## src/rtl/imm_gen.sv

```systemverilog
`default_nettype none
// ============================================================================
// Module   : imm_gen
// Purpose  : RV32I immediate generator; same-cycle immediate plus a registered
//            copy with valid and format-error flags for the execute stage.
// Revision : 1.0
// ============================================================================
module imm_gen (
    input  logic        i_clk,
    input  logic        i_rst_n,
    input  logic [31:0] i_inst,
    input  logic [5:0]  i_format,
    input  logic        i_valid,
    output logic [31:0] o_immediate,
    output logic [31:0] o_imm_q,
    output logic        o_valid_q,
    output logic        o_fmt_err,
    output logic        o_fmt_err_q
);

    localparam int c_FMT_I = 1;
    localparam int c_FMT_S = 2;
    localparam int c_FMT_B = 3;
    localparam int c_FMT_U = 4;
    localparam int c_FMT_J = 5;

    logic [31:0] w_imm_i;
    logic [31:0] w_imm_s;
    logic [31:0] w_imm_b;
    logic [31:0] w_imm_u;
    logic [31:0] w_imm_j;
    logic        w_fmt_none;
    logic        w_fmt_multi;
    logic        w_fmt_err;
    logic [5:0]  w_sel;
    logic [31:0] w_imm;
    logic        w_unused_opcode;

    logic [31:0] w_imm_d;
    logic        w_valid_d;
    logic        w_fmt_err_d;
    logic [31:0] r_imm_q;
    logic        r_valid_q;
    logic        r_fmt_err_q;

    assign w_imm_i = {{20{i_inst[31]}}, i_inst[31:20]};
    assign w_imm_s = {{20{i_inst[31]}}, i_inst[31:25], i_inst[11:7]};
    assign w_imm_b = {{19{i_inst[31]}}, i_inst[31], i_inst[7], i_inst[30:25], i_inst[11:8], 1'b0};
    assign w_imm_u = {i_inst[31:12], 12'h000};
    assign w_imm_j = {{11{i_inst[31]}}, i_inst[31], i_inst[19:12], i_inst[20], i_inst[30:21], 1'b0};

    // Opcode field is deliberately ignored; the decoder supplies the format.
    assign w_unused_opcode = &{1'b0, i_inst[6:0]};

    // x & (x-1) is non-zero exactly when two or more bits are set.
    assign w_fmt_none  = ~|i_format;
    assign w_fmt_multi = |(i_format & (i_format - 6'd1));
    assign w_fmt_err   = w_fmt_none | w_fmt_multi;

    // Flat AND-OR mux; R-type and illegal selects contribute nothing.
    always_comb begin
        w_sel = i_format & {6{~w_fmt_err}};
        w_imm = ({32{w_sel[c_FMT_I]}} & w_imm_i)
              | ({32{w_sel[c_FMT_S]}} & w_imm_s)
              | ({32{w_sel[c_FMT_B]}} & w_imm_b)
              | ({32{w_sel[c_FMT_U]}} & w_imm_u)
              | ({32{w_sel[c_FMT_J]}} & w_imm_j);
    end

    assign o_immediate = w_imm;
    assign o_fmt_err   = w_fmt_err;

    always_comb begin
        w_imm_d     = r_imm_q;
        w_valid_d   = i_valid;
        w_fmt_err_d = 1'b0;
        if (i_valid) begin
            w_imm_d     = w_imm;
            w_fmt_err_d = w_fmt_err;
        end
    end

    always_ff @(posedge i_clk or negedge i_rst_n) begin
        if (!i_rst_n) begin
            r_imm_q     <= 32'h0000_0000;
            r_valid_q   <= 1'b0;
            r_fmt_err_q <= 1'b0;
        end else begin
            r_imm_q     <= w_imm_d;
            r_valid_q   <= w_valid_d;
            r_fmt_err_q <= w_fmt_err_d;
        end
    end

    assign o_imm_q     = r_imm_q;
    assign o_valid_q   = r_valid_q;
    assign o_fmt_err_q = r_fmt_err_q;

endmodule
`default_nettype wire

```

## config.mk

```make
export PLATFORM = sky130hd
export DESIGN_NAME = imm_gen
export DESIGN_NICKNAME = d
export VERILOG_FILES = /design/src/rtl/imm_gen.sv
export SDC_FILE = /design/constraint.sdc
export NUM_CORES = 1
export LEC_CHECK = 0
export ABC_AREA = 0
export BUFFER_PORTS_ARGS = -buffer_cell sky130_fd_sc_hd__buf_2
export CORE_MARGIN = 2
export CORE_UTILIZATION = 40
export CTS_BUF_LIST = sky130_fd_sc_hd__clkbuf_2 sky130_fd_sc_hd__clkbuf_4 sky130_fd_sc_hd__clkbuf_8
export CTS_CLUSTER_SIZE = 20
export DETAILED_ROUTE_END_ITERATION = 16
export PLACE_DENSITY = 0.74
export SYNTH_ARGS = -nofsm -noshare
export SYNTH_HDL_FRONTEND = slang
export SYNTH_SLANG_ARGS = --single-unit
```

## constraint.sdc

```tcl
create_clock -name i_clk -period 1.4 [get_ports i_clk]
set_input_delay 0.07 -clock i_clk [delete_from_list [all_inputs] [get_ports i_clk]]
set_output_delay 0.07 -clock i_clk [all_outputs]
set_load 0.05 [all_outputs]
```

==> flow_summary.rst <==
.. list-table::
   :header-rows: 1

   * - Metric
     - Value
   * - Post-layout net count
     - 358
   * - Distinct cells, synth
     - 30
   * - Hold Worst Slack
     - 0.0679 ns
   * - Peak supply drop
     - 0.574 mV
   * - Combined area of all synthesized cells
     - 1780 sq um
   * - Maximum fanout count along the critical path
     - 4
   * - Switching power summed over all nets
     - 0.00101 W
   * - Worst min-delay path category
     - primary input to flip-flop
   * - Leading cell type in the layout, fill and taps excluded
     - sky130_fd_sc_hd__buf_2
   * - Most frequent cells in the layout
     - sky130_fd_sc_hd__buf_2, sky130_fd_sc_hd__buf_4, sky130_fd_sc_hd__buf_6
   * - Detailed-route via count
     - 1937
   * - Utilization after layout
     - 74.7%
   * - Routed WL per cell
     - 15.5 microns
   * - H-tree levels
     - 2
   * - Cell internal power dissipation
     - 0.00177 W
   * - Overall power after layout
     - 0.00278 W
   * - Cells on worst reg2reg path
     - 1
   * - Pin slew with the least headroom to its limit
     - 0.436 ns
   * - Number of max-slew violations in the final report
     - 0
   * - Worst reg2reg endpoint
     - o_imm_q[12]$_DFFE_PN0P_
   * - Clock network power share
     - 27.5%
   * - Drc violations
     - 0
   * - Worst setup startpoint
     - i_format[2]
   * - First-pass detailed-route iteration total
     - 4
   * - Number of maximum-capacitance constraint violations
     - 0
   * - Synthesis-to-finish area growth
     - 81.4%
   * - Worst setup path class
     - primary input to output pin
   * - EDFF count, synth
     - 0
   * - First-pass GRT wire length
     - 9.16 mm
   * - Element type at the critical path start
     - primary input
   * - Area taken by flip-flops and latches
     - 851 sq um
   * - Dpl cell area
     - 2800 sq um
   * - Clock sink count
     - 34
   * - Row count
     - 24
   * - Port Buf Inserts
     - 100
   * - Number of filler instances in the final layout
     - 303
   * - Synth Area per Inst
     - 10.2 sq um
   * - Number of endpoints with negative hold slack in the final report
     - 0
   * - Share of the yosys chip area belonging to registers
     - 47.8%
   * - RSZ-0062 raised after global routing
     - true
   * - Wirelength, routed
     - 5.75 mm
   * - Final cycle utilization of the critical path
     - 111%
   * - Main flop type after synthesis
     - sky130_fd_sc_hd__dfrtp_1
   * - Worst reg2reg startpoint
     - o_imm_q[12]$_DFFE_PN0P_
   * - Global routing usage summed across all routing layers
     - 23.6%
   * - Initial core utilization
     - 41.2%
   * - Number of I/O pins
     - 108
   * - Proportion of total power due to net switching
     - 36.3%
   * - TritonCTS clock tree
     - yes
   * - Total CTS buffers
     - 5
   * - Fmax
     - 641 MHz
   * - Antenna diodes
     - 0
   * - Setup TNS
     - -2.06 ns
   * - Relative slew slack
     - 70.9%
   * - Detail Route Antenna Nets
     - 0
   * - Final min period
     - 1.56 ns
   * - Area of the placeable core
     - 4320 sq um
   * - Synthesized flop and latch total
     - 34
   * - Number of nets produced by synthesis
     - 216
   * - Area enclosed by the die boundary
     - 5000 sq um
   * - Data required time at the worst endpoint
     - 1.33 ns
   * - Area occupied by multi-input gates
     - 1030 sq um
   * - Combinational power share
     - 33.8%
   * - Area of all placed cells without fillers
     - 3230 sq um
   * - Placer Congestion
     - 0.822
   * - Number of violations reported at the end of detailed-routing iteration 0
     - 77
   * - Outcome
     - finished with violations
   * - DIE WIDTH
     - 70.7 microns
   * - Seq pwr share
     - 38.7%
   * - Synthesis warning total
     - 0
   * - Maximum number of pins on one net before global-route repair
     - 32
   * - CTS clk-pin slew, worst paths
     - 0.07 ns
   * - Failing checks
     - setup timing
   * - Via-to-Cell Ratio
     - 5.24
   * - Layout cell share with drive strength beyond 1
     - 67.0%
   * - Kind of end point of the critical path
     - output pin
   * - Setup slack of the worst register-to-register path
     - 0.65 ns
   * - Root Driver
     - sky130_fd_sc_hd__clkbuf_8
   * - Clock latency on the worst-skew pair
     - 0.29 ns
   * - Initial antenna violation count
     - 0
   * - Gate count after technology mapping
     - 175
   * - Die extent in y
     - 70.7 microns
   * - Final worst clock skew
     - 0 ns
   * - Total leakage power
     - 1.68 nW
   * - Final count of negative-setup-slack endpoints
     - 33
   * - Vias in the first global route
     - 1897
   * - Fraction of synthesis flops using an asynchronous set or reset pin
     - 100%
   * - Pwr dens
     - 860 nW/um^2
   * - HPWL reported at the end of detailed placement
     - 3.98 mm
   * - GR Overflow Total
     - 0
   * - Data arrival time at the worst-slack endpoint
     - 1.49 ns
   * - Capturing element of the worst setup path
     - o_immediate[4]
   * - Setup slack after layout
     - -0.161 ns
   * - Deepest clock path buffer count
     - 2
-- flip-flops by register name, indices dropped and copies added (netlist names) --
name / flops
o_fmt_err_q: 1
o_imm_q: 32
o_valid_q: 1
-- Yosys cell counts (all sizes together) (2+ instances only) --
cell     n  area (sq um)
or2      2          12.5
a211oi   7          87.6
a22oi    5          37.5
mux2    14           158
o21ai    3          15.0
nor2    30           120
nand3    2          10.0
dfrtp   34           851
clkbuf   8          30.0
nor4b    2          17.5
a21o     8          60.1
buf      5          37.5
nand2   24          90.1
a31oi   12          81.3
and3     7          43.8
-- per-layer routing --
metal  track usage [%]  vias to the layer above  wire (microns)
met5                 0                        -               0
met4              5.87                        0              80
met3              5.27                        6             254
met2              43.2                       63            3130
met1              27.9                      961            2290
li1                  -                      907               -
-- power by group through the flow --
stage	logic (W)	clock network, W	registers (W)
finish	0.000940	0.000764	0.00108
global route	0.000985	0.000844	0.00108
CTS	0.000925	0.000788	0.00107
detailed placement	0.000856	0	0.00109
global placement	0.000842	0	0.00109
floorplan	0.000335	0	0.00131
-- cell type report --
| class | instances | area share, % |
|---|---|---|
| well taps | 52 | 2.01 |
| clock buffers | 6 | 2.56 |
| flip-flops and latches | 34 | 26.3 |
| clock inverters | 2 | 0.387 |
| repair buffers | 148 | 36.7 |
| multi-input cells | 128 | 32.0 |
-- timing repair --
action	4_1_cts	5_1_grt
pin swaps	6	4
gates cloned	0	0
setup endpoints to repair	33	33
buffers inserted	2	0
gates resized for setup	82	9
hold buffers	1	0
hold endpoints to repair	18	0
-- worst min-delay path by stage --
stage	from	to	slack, ns	cells past startpoint
final	i_inst[28]	o_imm_q[28]$_DFFE_PN0P_	0.07	3
after global routing	i_inst[25]	o_imm_q[25]$_DFFE_PN0P_	0.08	3
after CTS	i_inst[28]	o_imm_q[28]$_DFFE_PN0P_	0.06	3
after detailed placement	i_rst_n	o_imm_q[4]$_DFFE_PN0P_	0.05	1
after global placement	i_rst_n	o_imm_q[4]$_DFFE_PN0P_	0.05	1
after floorplan	i_rst_n	o_fmt_err_q$_DFF_PN0_	-0.23	0
-- worst max-delay path: stages --
cell and delay, ns:
sky130_fd_sc_hd__buf_8 0.10, sky130_fd_sc_hd__or2_1 0.27, sky130_fd_sc_hd__nor4bb_1 0.34, sky130_fd_sc_hd__or3b_4 0.22
sky130_fd_sc_hd__a31oi_4 0.05, sky130_fd_sc_hd__buf_6 0.16, sky130_fd_sc_hd__nor2_4 0.11, sky130_fd_sc_hd__buf_8 0.15
-- metrics by stage --
stage          setup WS (ns)  instances
5_1_grt               -0.217        370
3_3_place_gp          -0.209        359
6_report              -0.161        370
3_5_place_dp          -0.228        359
2_1_floorplan         -0.408        175
4_1_cts               -0.107        370
-- cells by family after synthesis --
logic type                share of synthesized area [%]
buffers and inverters                              3.79
AOI/OAI and AO/OA                                  19.0
and+or+nand+nor                                    19.5
xor gates and xnor gates                          0.984
muxes                                              8.85
DFF                                                47.8
(Power assumes the default switching activity.)
